`src/rtl/pop_counter.sv`:
```
// rtl/pop_counter.sv - per dest/VC counters of words popped from the D0/D1 output FIFOs
// Counters are read back through a req/idx/valid handshake that only opens while idle.
module pop_counter #(
    parameter int data_width  = 6,
    parameter int count_width = 5
) (
    input  logic                   clk,
    input  logic                   reset,
    input  logic                   D0_pop,
    input  logic                   D1_pop,
    input  logic                   D0_empty,
    input  logic                   D1_empty,
    input  logic [data_width-1:0]  data_out_D0,
    input  logic [data_width-1:0]  data_out_D1,
    input  logic                   idle,
    input  logic                   clr,
    input  logic                   req,
    input  logic [1:0]             idx,
    output logic [count_width-1:0] data,
    output logic                   valid,
    output logic                   sat
);

    typedef enum logic {COUNT, READ} state_t;

    localparam logic [count_width-1:0] CNT_MAX = '1;

    state_t                 state;
    logic [count_width-1:0] cnt [4];
    logic [3:0]             inc;
    logic [3:0]             at_max;
    logic                   pop0;
    logic                   pop1;

    assign pop0 = D0_pop & ~D0_empty;
    assign pop1 = D1_pop & ~D1_empty;

    // D0 and D1 always map to different counters, so both pops can land in one cycle.
    always_comb begin
        inc = '0;
        if (pop0) inc[{1'b0, data_out_D0[data_width-1]}] = 1'b1;
        if (pop1) inc[{1'b1, data_out_D1[data_width-1]}] = 1'b1;
    end

    always_comb begin
        at_max = '0;
        for (int i = 0; i < 4; i++) at_max[i] = (cnt[i] == CNT_MAX);
    end

    always_ff @(posedge clk or negedge reset) begin
        if (!reset) begin
            for (int i = 0; i < 4; i++) cnt[i] <= '0;
            sat <= 1'b0;
        end else if (clr) begin
            for (int i = 0; i < 4; i++) cnt[i] <= '0;
            sat <= 1'b0;
        end else begin
            for (int i = 0; i < 4; i++) begin
                if (inc[i] && !at_max[i]) cnt[i] <= cnt[i] + 1'b1;
            end
            if (|(inc & at_max)) sat <= 1'b1;
        end
    end

    // Readout samples the registered counters, so a same-edge pop shows up one cycle later.
    always_ff @(posedge clk or negedge reset) begin
        if (!reset) begin
            state <= COUNT;
            data  <= '0;
            valid <= 1'b0;
        end else begin
            case (state)
                COUNT: begin
                    valid <= 1'b0;
                    if (req && idle) begin
                        state <= READ;
                        data  <= cnt[idx];
                        valid <= 1'b1;
                    end
                end
                READ: begin
                    if (req) begin
                        data  <= cnt[idx];
                        valid <= 1'b1;
                    end else begin
                        valid <= 1'b0;
                        state <= COUNT;
                    end
                end
                default: begin
                    state <= COUNT;
                    valid <= 1'b0;
                end
            endcase
        end
    end

endmodule

```
`config.mk`:
```
export PLATFORM = sky130hd
export DESIGN_NAME = pop_counter
export DESIGN_NICKNAME = d
export VERILOG_FILES = /design/src/rtl/pop_counter.sv
export SDC_FILE = /design/constraint.sdc
export NUM_CORES = 1
export LEC_CHECK = 0
export ABC_AREA = 1
export CAP_MARGIN = 20
export CORE_ASPECT_RATIO = 0.9
export CORE_MARGIN = 3
export CORE_UTILIZATION = 55
export CTS_CLUSTER_DIAMETER = 200
export DETAILED_ROUTE_END_ITERATION = 6
export PLACE_DENSITY = 0.94
export REMOVE_ABC_BUFFERS = 1
export SKIP_LAST_GASP = 1
export SYNTH_ARGS = -nofsm -noshare
export SYNTH_HDL_FRONTEND = slang
export SYNTH_SLANG_ARGS = --single-unit
```
`constraint.sdc`:
```
create_clock -name clk -period 3.9 [get_ports clk]
set_input_delay 0.39 -clock clk [delete_from_list [all_inputs] [get_ports clk]]
set_output_delay 0.39 -clock clk [all_outputs]
set_load 0.005 [all_outputs]
```
## After elaboration in Yosys (flattened, before gate mapping)

Index checks and enable logic that the tools add are counted.

| storage, ports and cells | value |
|---|---|
| register bits after elaboration | 27 |
| word-level logic and storage cells | 70 |

| cells by class | value |
|---|---|
| $add $sub $neg | 4 |
| order comparisons | 5 |
| eq/ne operators | 6 |
| muxes and demuxes | 22 |
| bitwise operators | 8 |
| reductions and logical operators | 18 |

Operator list:

| cell | count |
|---|---|
| 5-bit two-way mux | 8 |
| 5-bit by 1-bit adder with 5-bit output, second input constant | 4 |
| 5-bit == test, second input constant | 4 |
| 20-bit two-way mux | 1 |
| 5-bit binary-select mux with 2-bit select | 1 |
| 5-bit one-hot mux with 2 select lines | 1 |
| 2-bit nonzero test | 5 |
| 1-bit logical AND | 7 |
| 1-bit two-way mux | 6 |
| 4-bit AND | 1 |
| 1-bit zero test | 4 |
| 4-bit two-way mux | 1 |
| 2-bit inequality test, second input constant | 2 |
| 4-bit OR | 1 |
| 4-bit OR reduction | 1 |
| 3-bit greater-or-equal comparator, second input constant | 1 |
| 1-bit by 3-bit < comparator with 1-bit output, second input constant | 1 |
| 2-bit by 3-bit < comparator with 1-bit output, second input constant | 1 |
| 1-bit inverter | 3 |
| 2-bit inverter with 3-bit output | 1 |
| 1-bit AND | 2 |
| 1-bit demux with 1-bit select | 2 |
| 2-bit by 1-bit greater-or-equal comparator with 1-bit output, second input constant | 1 |
| 2-bit two-way mux | 1 |
| other kinds (3) | 3 |

## Logic depth before layout (Yosys ltp)

| logic depth | value |
|---|---|
| word-level depth | 11 |
| mapped depth | 9 |
| depth with buffers taken out | 9 |

## Least setup slack after synthesis

Ideal clock, no wire load.

| timing path | value |
|---|---|
| kind | flip-flop to flip-flop |
| start point | register cnt[5] in the netlist's numbering |
| end point | register cnt[7] in the netlist's numbering |
| setup time | 117 ps |
| data arrival time | 1353 ps |
| path slack | 2430 ps |
| cell stages (with the launch flop) | 8 |
| path buffers | 0 |
| period minus slack after synthesis | 1470 ps |
| cells stage by stage | dfrtp_1 > ha_1 > and3_1 > ha_1 > o21ai_2 > inv_2 > nand2_1 > nand2_1 |

| between the ends | value |
|---|---|
| longest elaborated chain between the ends | 4 |
| elaborated cells on any way between the ends | 7 |
| those cells by class | 1 x add/sub; 1 x eq/ne; 2 x mux; 3 x reduce/logical |

RTL lines:

| element | line | text |
|---|---|---|
| start, declared | 29 | `logic [count_width-1:0] cnt [4];` |
| start signal, assigned by index | 59 | `if (inc[i] && !at_max[i]) cnt[i] <= cnt[i] + 1'b1;` |
| branches (longest 4 deep; another with 5-bit by 1-bit adder with 5-bit output) | -- |  |

Several ways; the timed one is not identified. The select of a mux whose other input is x is not followed.
A chain may end at the register's enable or synchronous reset.

## Final worst setup path

| timing path | value |
|---|---|
| start point | register cnt[10] in the netlist's numbering |
| end point | register cnt[11] in the netlist's numbering |

The elaborated chain is that of the path after synthesis.

==> metrics.md <==
| Metric | Value |
|---|---|
| Clock Skew | `0.0113 ns` |
| Synth async-reset ratio | `100%` |
| WL met1 | `1.45 mm` |
| Die footprint | `0.00356 mm²` |
| TritonCTS buffer count | `3` |
| Reg2reg setup slack | `2.28 ns` |
| Post-layout util | `70.6%` |
| Post-DR vias/cell | `5.56` |
| Post-synth top area share | `42.7%` |
| Pwr dens | `282 mW/mm²` |
| Overall power consumption | `0.517 mW` |
| Reg2reg end | `cnt[11]$_DFFE_PN0P_` |
| # IOs | `30` |
| Final period util | `41.5%` |
| Worst min-delay path category | `in -> async` |
| Initial Util | `61.0%` |
| Hold_buf cts | `0` |
| Nets@finish | `247` |
| Net Sw Frac | `28.0%` |
| VDD IR max | `0.000260 V` |
| Crit end category | `flop` |
| Worst r2r path cells | `9` |
| Clock Tree Root | `clkbuf_4` |
| Post_cts resized | `0` |
| Most used cell, CP | `ha_1` |
| CP arrival | `1.89 ns` |
| WP data required | `4.17 ns` |
| Most frequent cell after synthesis | `nand2_1` |
| Post-route non-filler standard cell count | `253` |
| Outcome | `finished, final reports clean` |
| RR Startpoint | `cnt[10]$_DFFE_PN0P_` |
| Commonest cells in the netlist | `46 x nand2_1, 27 x dfrtp_1, 20 x inv_1, 20 x nand3_1, 18 x o21ai_0` |
| YS warnings | `0` |
| Vias in the first global route | `1413` |
| Synth area leaders | `dfrtp_1 43%, nand2_1 11%, ha_1 6.3%, nand3_1 6.3%, o21ai_0 5.7%` |
| Clock period minus worst slack | `1.62 ns` |
| Die X-Extent | `62.6 µm` |
| Post-route ant nets | `0` |
| Fraction of layout instances using a drive strength above 1 | `10.7%` |
| Routed Wire Length | `3.25 mm` |
| Htree depth | `1` |
| Antenna violations before repair | `0` |
| Port bufs | `19` |
| Syn-to-layout area delta | `15.6%` |
| Post-synth top flop | `dfrtp_1` |
| Post-detailed-route DRC marker count | `0` |
| Avg Inst Size Synth | `8.08 µm²` |
| Starting DRT DRC Count | `60` |
| Row count | `17` |
| Highest metal used | `met4` |
| Final hold slack | `0.404 ns` |
| Max frequency | `617 MHz` |
| Setup Crit Path Kind | `reg -> reg` |
| Register bit total from synthesis | `27` |
| Core Footprint | `0.00259 mm²` |
| # clock sinks | `27` |
| Worst Path Max Fanout | `7` |
| Total setup buffers inserted after CTS | `0` |
| GPL Wtd Cong | `0.818` |
| Comb pwr share | `17.3%` |
| Grt total ovfl | `0` |
| Fin. Hold Viols | `0` |
| Max Cap Violations | `0` |
| Final instance area | `0.00183 mm²` |
| Setup violators final | `0` |
| Post-route setup TNS | `0 ns` |
| Placed wire-length estimate | `2.48 mm` |
| Slew @ Worst Pin | `0.573 ns` |
| Syn Std Cell Area | `0.00158 mm²` |
| Leading area contributor after synthesis | `dfrtp_1` |
| First-pass GRT wire length | `5.91 mm` |
| Worst skew pair latency | `0.33 ns` |
| Clk slew on worst S/H paths | `0.15 ns` |
| Placed insts | `249` |
| Largest net degree at the start of global routing | `28` |
| Flop pwr share | `58.6%` |
| Fin. max-slew vios | `0` |
| GR Util All Layers | `20.3%` |
| Synth unique cells | `25` |
| EDFF count, synth | `0` |
| Drt pass-1 iters | `4` |
| Clk pwr share | `24.1%` |
| Leakage | `0.898 nW` |
| Dpl ws | `2.10 ns` |
| Crit start category | `flop` |
| Met3 WL | `169 µm` |
| RSZ-0062 raised after global routing | `false` |
| Rel. slew slack | `61.7%` |
| Clock tree from TritonCTS | `yes` |
| Mapped Cells | `196` |
| Register area share after synthesis | `42.7%` |
| Die Y | `56.9 µm` |
| Diodes inserted | `0` |
| Largest stage delay, worst path | `0.44 ns` |
| Via count | `1406` |
| Critical path, cell by cell | `ha_1, nand2_1, nor2_1, ha_1, inv_1, nand4_2, nand2_2, nand3_1, o21ai_0` |
| DR WL/cell | `12.9 µm` |
| Critical-path top delay cell | `dfrtp_1` |
| CP startpoint | `cnt[10]$_DFFE_PN0P_` |
| Int Pwr | `0.372 mW` |
| Maximum buffer depth of the clock tree | `2` |
| Fillers | `212` |
| Metal2 WL | `1.58 mm` |
| Cell Area, Placed | `0.00180 mm²` |
| Sw Pwr | `0.145 mW` |
| Setup slack after layout | `2.28 ns` |
-- power groups by stage --
stage | clock, mW | combinational (mW) | sequential [mW]
after floorplan | 0 | 0.0388 | 0.308
after global placement | 0 | 0.0864 | 0.308
after detailed placement | 0 | 0.0903 | 0.309
after CTS | 0.129 | 0.0907 | 0.303
after global routing | 0.138 | 0.100 | 0.305
final | 0.124 | 0.0893 | 0.303
-- cells by family (layout without fill, tap and decap cells) --
family	after synthesis	in the layout	synth area share [%]
AO/OA/AOI/OAI	34	34	12.4
buffers and inverters	29	48	7.27
multiplexers	1	1	0.632
XOR/XNOR	1	1	0.553
adder cells (fa/ha/maj)	8	8	6.32
AND/OR/NAND/NOR	96	96	30.2
flip-flops	27	27	42.7
-- sequential cells by signal, indices dropped and copies added, names as in the netlist --
signal / cells
state: 1
sat: 1
cnt: 20
data: 5
-- placed cells by master (no fill, tap or decap) --
cell type,Yosys,layout
a21oi_1,5,5
a21oi_2,1,1
and3_1,1,1
buf_4,0,1
clkbuf_4,0,3
clkdlybuf4s50_1,0,19
clkinv_2,0,1
dfrtp_1,27,27
ha_1,8,8
inv_1,20,20
inv_2,4,4
mux2i_1,1,1
nand2_1,46,46
nand2_2,2,2
nand3_1,20,20
nand3_2,3,3
nand4_1,12,12
nand4_2,1,1
nor2_1,6,6
nor2_2,1,1
nor2_4,3,3
o211ai_1,5,5
o21ai_0,18,18
o21ai_1,2,2
o21ai_2,2,2
o21bai_1,1,1
or2_2,1,1
xor2_1,1,1
-- layer usage --
metal / up-vias / track usage (%)
met5: - / 0
met4: 0 / 6.29
met3: 6 / 4.60
met2: 35 / 34.8
met1: 663 / 25.8
li1: 702 / -
-- worst max path at each step --
stage,endpoint
global placement,data[0]$_DFFE_PN0P_
floorplan,cnt[7]$_DFFE_PN0P_
CTS,data[0]
global route,cnt[10]$_DFFE_PN0P_
detailed placement,data[1]$_DFFE_PN0P_
finish,cnt[11]$_DFFE_PN0P_
-- layout make-up --
| class | instances | area, µm² | area share, % |
|---|---|---|---|
| repair buffers | 20 | 198 | 10.8 |
| clock buffers | 3 | 22.5 | 1.23 |
| flip-flops and latches | 27 | 676 | 36.9 |
| clock inverters | 1 | 5.00 | 0.273 |
| well taps | 38 | 47.5 | 2.60 |
| inverters | 24 | 90.1 | 4.92 |
| multi-input cells | 140 | 793 | 43.3 |
-- worst max-delay path: cells and delay by family (launching register included) --
family,cells,cell delay (ns)
fa+ha+maj,2,0.40
simple gates,5,0.54
flops,1,0.44
buf+inv,1,0.09
compound gates,1,0.09
(Power assumes the default switching activity.)
